<file path="src/rtl/nav_pkg.sv">
// Shared types and constants for the path-level navigation sequencer.
package nav_pkg;

  typedef enum logic [1:0] {
    CMD_STRAIGHT = 2'b00,
    CMD_LEFT     = 2'b01,
    CMD_RIGHT    = 2'b10,
    CMD_STOP     = 2'b11
  } cmd_t;

  typedef enum logic [2:0] {
    IDLE   = 3'd0,
    FOLLOW = 3'd1,
    CROSS  = 3'd2,
    TURN   = 3'd3,
    DONE   = 3'd4
  } state_t;

  localparam logic [13:0] TURN_SPEED = 14'd5500;
  localparam int          CYC_W      = 27;

endpackage

</file>
<file path="src/rtl/nav_sequencer_node_detect.sv">
// Node detector: all three sensors dark for NODE_DEBOUNCE consecutive valid samples.
module node_detect
  import nav_pkg::*;
#(
  parameter int DARK_TH       = 1500,
  parameter int NODE_DEBOUNCE = 3
) (
  input  logic        clk,
  input  logic        rst_n,
  input  logic        clear,
  input  logic        adc_valid,
  input  logic [11:0] in0,
  input  logic [11:0] in1,
  input  logic [11:0] in2,
  output logic        node
);

  localparam int CW = $clog2(NODE_DEBOUNCE + 1);

  logic [CW-1:0] run_cnt;
  logic          dark_all;

  assign dark_all = (in0 >= 12'(DARK_TH)) && (in1 >= 12'(DARK_TH)) && (in2 >= 12'(DARK_TH));
  assign node     = (run_cnt == CW'(NODE_DEBOUNCE));

  // The pulse lasts one cycle because reaching the count forces a clear.
  always_ff @(posedge clk or negedge rst_n) begin
    if (!rst_n) begin
      run_cnt <= '0;
    end else if (clear || node) begin
      run_cnt <= '0;
    end else if (adc_valid) begin
      run_cnt <= dark_all ? run_cnt + 1'b1 : '0;
    end
  end

endmodule

</file>
<file path="src/rtl/nav_sequencer.sv">
// Path-level drive controller: follows the line, runs the path table at nodes.
// NAV_ERR_TIMEOUT_EN enables the turn timeout (DONE with err=1 after TURN_MAX clocks).
module nav_sequencer
  import nav_pkg::*;
#(
  parameter int DARK_TH       = 1500,
  parameter int NODE_DEBOUNCE = 3,
  parameter int CROSS_CYCLES  = 5_000_000,
  parameter int TURN_MIN      = 15_000_000,
  parameter int TURN_MAX      = 100_000_000,
  parameter int PATH_LEN      = 8
) (
  input  logic                        clk,
  input  logic                        rst_n,
  input  logic                        start,
  input  logic                        adc_valid,
  input  logic [11:0]                 in0,
  input  logic [11:0]                 in1,
  input  logic [11:0]                 in2,
  input  logic [13:0]                 lf_speed_l,
  input  logic [13:0]                 lf_speed_r,
  input  logic                        lf_dir_l,
  input  logic                        lf_dir_r,
  input  logic                        path_wr_en,
  input  logic [$clog2(PATH_LEN)-1:0] path_wr_addr,
  input  logic [1:0]                  path_wr_cmd,
  output logic [13:0]                 speed_l,
  output logic [13:0]                 speed_r,
  output logic                        dir_l,
  output logic                        dir_r,
  output logic                        busy,
  output logic                        done,
  output logic [3:0]                  node_cnt,
  output logic                        err,
  output logic [2:0]                  state_dbg
);

  localparam int               IW         = $clog2(PATH_LEN);
  localparam logic [IW:0]      IDX_END    = (IW+1)'(PATH_LEN);
  localparam logic [CYC_W-1:0] CROSS_LAST = CYC_W'(CROSS_CYCLES - 1);
  localparam logic [CYC_W-1:0] TURN_MIN_C = CYC_W'(TURN_MIN);
  localparam logic [CYC_W-1:0] TURN_LAST  = CYC_W'(TURN_MAX - 1);
`ifdef NAV_ERR_TIMEOUT_EN
  localparam bit TIMEOUT_EN = 1'b1;
`else
  localparam bit TIMEOUT_EN = 1'b0;
`endif

  state_t           state, state_nxt;
  cmd_t             path_tab [PATH_LEN];
  cmd_t             cur_cmd, tab_cmd;
  logic [IW:0]      idx;
  logic [CYC_W-1:0] cyc_cnt;
  logic             node, entry, start_go, centre_dark, turn_timeout, err_q;

  assign tab_cmd      = path_tab[idx[IW-1:0]];
  assign entry        = (state_nxt != state);
  assign centre_dark  = adc_valid && (in1 >= 12'(DARK_TH));
  assign turn_timeout = TIMEOUT_EN && (cyc_cnt == TURN_LAST);
  assign err          = err_q;
  assign state_dbg    = state;

  node_detect #(.DARK_TH(DARK_TH), .NODE_DEBOUNCE(NODE_DEBOUNCE)) u_node_detect (
    .clk(clk), .rst_n(rst_n), .clear(entry), .adc_valid(adc_valid),
    .in0(in0), .in1(in1), .in2(in2), .node(node)
  );

  always_comb begin
    state_nxt = state;
    start_go  = 1'b0;
    case (state)
      IDLE, DONE: if (start) begin
        state_nxt = FOLLOW;
        start_go  = 1'b1;
      end
      FOLLOW: if (node) begin
        state_nxt = (idx == IDX_END || tab_cmd == CMD_STOP) ? DONE : CROSS;
      end
      CROSS: if (cyc_cnt == CROSS_LAST) begin
        state_nxt = (cur_cmd == CMD_STRAIGHT) ? FOLLOW : TURN;
      end
      TURN: begin
        if (cyc_cnt >= TURN_MIN_C && centre_dark) state_nxt = FOLLOW;
        else if (turn_timeout)                     state_nxt = DONE;
      end
      default: state_nxt = IDLE;
    endcase
  end

  always_ff @(posedge clk or negedge rst_n) begin
    if (!rst_n) begin
      state    <= IDLE;
      idx      <= '0;
      cur_cmd  <= CMD_STRAIGHT;
      cyc_cnt  <= '0;
      node_cnt <= '0;
      err_q    <= 1'b0;
      for (int i = 0; i < PATH_LEN; i++) path_tab[i] <= CMD_STOP;
    end else begin
      state   <= state_nxt;
      cyc_cnt <= entry ? '0 : ((cyc_cnt != '1) ? cyc_cnt + 1'b1 : cyc_cnt);
      if ((state == IDLE || state == DONE) && path_wr_en) begin
        path_tab[path_wr_addr] <= cmd_t'(path_wr_cmd);
      end
      if (start_go) begin
        idx      <= '0;
        node_cnt <= '0;
        err_q    <= 1'b0;
      end else begin
        if (state == FOLLOW && node) begin
          if (node_cnt != 4'hf) node_cnt <= node_cnt + 1'b1;
          if (state_nxt == CROSS) begin
            cur_cmd <= tab_cmd;
            idx     <= idx + 1'b1;
          end
        end
        // TURN only falls to DONE through the timeout.
        if (state == TURN && state_nxt == DONE) err_q <= 1'b1;
      end
    end
  end

  always_ff @(posedge clk or negedge rst_n) begin
    if (!rst_n) begin
      speed_l <= '0;
      speed_r <= '0;
      dir_l   <= 1'b0;
      dir_r   <= 1'b0;
      busy    <= 1'b0;
      done    <= 1'b0;
    end else begin
      busy <= (state == FOLLOW) || (state == CROSS) || (state == TURN);
      done <= (state == DONE);
      case (state)
        FOLLOW: begin
          speed_l <= lf_speed_l;
          speed_r <= lf_speed_r;
          dir_l   <= lf_dir_l;
          dir_r   <= lf_dir_r;
        end
        CROSS: begin
          speed_l <= TURN_SPEED;
          speed_r <= TURN_SPEED;
          dir_l   <= 1'b1;
          dir_r   <= 1'b1;
        end
        TURN: begin
          speed_l <= TURN_SPEED;
          speed_r <= TURN_SPEED;
          dir_l   <= (cur_cmd != CMD_LEFT);
          dir_r   <= (cur_cmd != CMD_RIGHT);
        end
        default: begin
          speed_l <= '0;
          speed_r <= '0;
          dir_l   <= 1'b1;
          dir_r   <= 1'b1;
        end
      endcase
    end
  end

endmodule

</file>
<file path="config.mk">
export PLATFORM = sky130hd
export DESIGN_NAME = nav_sequencer
export DESIGN_NICKNAME = d
export VERILOG_FILES = /design/src/rtl/nav_pkg.sv /design/src/rtl/nav_sequencer_node_detect.sv /design/src/rtl/nav_sequencer.sv
export SDC_FILE = /design/constraint.sdc
export NUM_CORES = 1
export LEC_CHECK = 0
export ABC_AREA = 0
export CORE_UTILIZATION = 53
export DETAILED_ROUTE_END_ITERATION = 16
export PLACE_DENSITY_LB_ADDON = 0.25
export SETUP_SLACK_MARGIN = 0.15
export SYNTH_ARGS = -nofsm -noshare
export SYNTH_HDL_FRONTEND = slang
export SYNTH_SLANG_ARGS = --single-unit
</file>
<file path="constraint.sdc">
create_clock -name clk -period 6.8 [get_ports clk]
set_input_delay 1.36 -clock clk [delete_from_list [all_inputs] [get_ports clk]]
set_output_delay 1.36 -clock clk [all_outputs]
set_load 0.02 [all_outputs]
</file>
==> impl_metrics.csv <==
group,metric,value,unit
synth,yosysSeqAreaShare,0.5216,
critical_path,crit_path_end_kind,"flip-flop",
floorplan,die_w,93.16,um
clock_tree,cts.sinks,91,
global_route,antenna_found_initial,0,
cells_and_area,nets,596,
cells_and_area,utilization,0.7306,
critical_path,cp.arrival,3.28,ns
pwr,finalPower,0.001305,W
clock_tree,clk_latency,0.35,ns
sta,worst_pin_slew,1.139,ns
sta,min_period,3.110,ns
synth,ys.flop_type,"dfrtp_1",
route,antenna_left,0,
cells_and_area,final_layout_size_suffix_gt1_frac,0.1175,
synth,syn_area_per_cell,10.61,um^2
synth,ys_top_cells_by_count,"dfrtp_1 (75), nand2_1 (33), nor3_1 (32)",
clock_tree,root_buffer,"clkbuf_8",
route,dr.pass1.iters,4,
cells_and_area,insertedDiodeCount,0,
critical_path,crit_chain,"clkdlybuf4s50_1 > nand4b_1 > o32ai_1 > o32ai_1 > a211oi_2 > buf_4 > a2111oi_0",
sta,setup-violations-final,0,
synth,synth_area_leader_cell,"dfrtp_1",
floorplan,die_y,93.16,um
synth,synth_top_area_share,0.4261,
floorplan,core_area,0.007888,mm^2
clock_tree,htreeDepth,3,
critical_path,path_max_fanout,29,
place,gp_congestion,0.8126,
clock_tree,cts_resized,0,
synth,syn_nets,497,
hold_path,hold_class,"reg -> reg",
clock_tree,clk_path_buf_depth,2,
place,io_buffers,109,
sta,fmax,0.3215,GHz
floorplan,ios,116,
route,wl,10370,um
synth,synth-edff-count,0,
route,drt-initial-drc-count,135,
clock_tree,cts_made_buffers,9,
floorplan,die-area,0.008679,mm^2
place,dp_hpwl,7444,um
critical_path,critPathMostFrequentCell,"o32ai_1",
place,place_area,0.005573,mm^2
critical_path,cp_slowest_cell,"o32ai_1",
synth,ys_types,51,
pwr,power_density,226.4,mW/mm^2
synth,yosys_warnings,0,
floorplan,core.rowCount,32,
critical_path,critPathRequiredTime,6.97,ns
sta,hold_viol,0,
global_route,grt_max_degree,50,
pwr,p_leak,2.337,nW
cells_and_area,fin_area,0.005763,mm^2
global_route,grt_pass1_wl,17340,um
critical_path,cp-start-kind,"input pin",
sta,clock_skew,0.01468,ns
route,avgViaCountPerCell,5.736,
cells_and_area,final_cells,621,
global_route,grt.total_usage,0.2539,
critical_path,ff2ff_setup_slack,3.94,ns
synth,synth.most_common_cell,"dfrtp_1",
synth,ys_async_sr_fraction,1.000,
clock_tree,holdBufCountCts,0,
sta,slew-limit-headroom,0.2400,
synth,synth.cell_area,0.004404,mm^2
sta,fin_tns_setup,0,ns
critical_path,critical_path.max_stage_delay,0.48,ns
sta,rsz0062_at_grt,"false",
run_status,outcome,"completed",
floorplan,initial_core_util,0.5584,
clock_tree,cts_setup_buffers,0,
synth,ys_top_cells_by_area,"dfrtp_1 (43%), dfstp_2 (9.5%), mux2_2 (4.1%)",
synth,synth_seq_cells,91,
pwr,ir_drop,132.8,uV
cells_and_area,syn_to_final_growth,30.85,%
global_route,overflow,0,
clock_tree,clkTransAtPathRegs,0.09,ns
critical_path,worst-setup-path-type,"in -> reg",
route,wl_per_cell,16.70,um
place,placed_cells,605,
route,drcViolationCount,0,
global_route,first_global_vias,3606,
run,maxCapViolCount,0,
sta,period_share,0.4574,
route,via_count,3562,
synth,synth_cells,415,
sta,slew_viol_final,0,
clock_tree,cts_tree,"done",
routing by layer:
| layer | vias to the layer above | part of all wire | track usage |
|---|---|---|---|
| li1 | 1696 | - | - |
| met1 | 1783 | 0.41 | 0.3184 |
| met2 | 66 | 0.54 | 0.4498 |
| met3 | 17 | 0.029 | 0.04797 |
| met4 | 0 | 0.015 | 0.06667 |
| met5 | - | 0 | 0 |
logic make-up (layout without fill, tap and decap cells):
group | count (synthesis) | after routing | share of synthesized area
buffers and inverters | 40 | 144 | 0.03722
AND/OR/NAND/NOR | 153 | 153 | 0.1858
XOR/XNOR | 23 | 23 | 0.04574
multiplexers | 24 | 24 | 0.07046
flip-flops | 91 | 91 | 0.5216
adder cells (fa/ha/maj) | 6 | 6 | 0.01705
AO/OA/AOI/OAI | 78 | 78 | 0.1222
metrics by stage:
stage,hold slack [ns],setup slack (ns)
2_1_floorplan,0.4524,4.145
3_3_place_gp,0.4752,3.341
3_5_place_dp,0.4839,3.307
4_1_cts,0.4975,3.675
5_1_grt,0.5094,3.549
6_report,0.5008,3.690
registers in the layout (all words and copies together) (netlist names):
signal / cells
u_node_detect.run_cnt: 2
cur_cmd: 2
idx: 4
path_tab: 16
dir_l: 1
err: 1
state_dbg: 3
busy: 1
cyc_cnt: 27
dir_r: 1
done: 1
node_cnt: 4
speed_r: 14
speed_l: 14
layout by cell type, fill, tap and decap left out, drive strengths merged, types with 3 or more instances in the layout:
master	instances
mux2i	4
nor2	14
nand2	33
mux4	4
dfstp	16
clkbuf	13
xnor2	20
a31oi	3
o21ai	13
mux2	16
or3	3
nor2b	4
o211ai	3
a21oi	15
inv	16
xor2	3
nor3	32
nand4	11
nor4	8
ha	6
buf	6
a21boi	3
nand3	13
and2	15
a21o	15
clkdlybuf4s50	108
a2111oi	7
dfrtp	75
a211oi	7
and3	7
report_power, final:
| group | total [W] | switching [W] | internal [W] |
|---|---|---|---|
| Combinational | 0.000268 | 0.000123 | 0.000144 |
| Clock | 0.000353 | 0.000186 | 0.000167 |
| Sequential | 0.000684 | 0.0000810 | 0.000603 |
worst max-delay path, delay by kind of cell:
kind / cells / cell delay (ns)
buffers and inverters: 2 / 0.75
AOI/OAI and AO/OA: 4 / 0.97
and+or+nand+nor: 1 / 0.18
final cells by class:
cell class	count	area [um^2]
Multi-Input combinational cell	284	1969
Fill cell	548	2125
Timing Repair Buffer	114	1126
Inverter	14	52.55
Clock inverter	3	20.02
Tap cell	102	127.6
Sequential cell	91	2297
Clock buffer	13	170.2
path summary, 6_finish.rpt:
kind	from	to	cells past startpoint
setup reg to reg	cyc_cnt[20]$_DFFE_PN0P_	cyc_cnt[12]$_DFFE_PN0P_	5
hold / removal	idx[3]$_DFFE_PN0P_	idx[3]$_DFFE_PN0P_	1
setup / recovery	in1[9]	cyc_cnt[12]$_DFFE_PN0P_	7
max in group asynchronous	rst_n	cyc_cnt[10]$_DFFE_PN0P_	2
min in group asynchronous	rst_n	cyc_cnt[4]$_DFFE_PN0P_	1
hold reg to reg	idx[3]$_DFFE_PN0P_	idx[3]$_DFFE_PN0P_	1
Note: power is estimated with default switching activity, not from simulation.
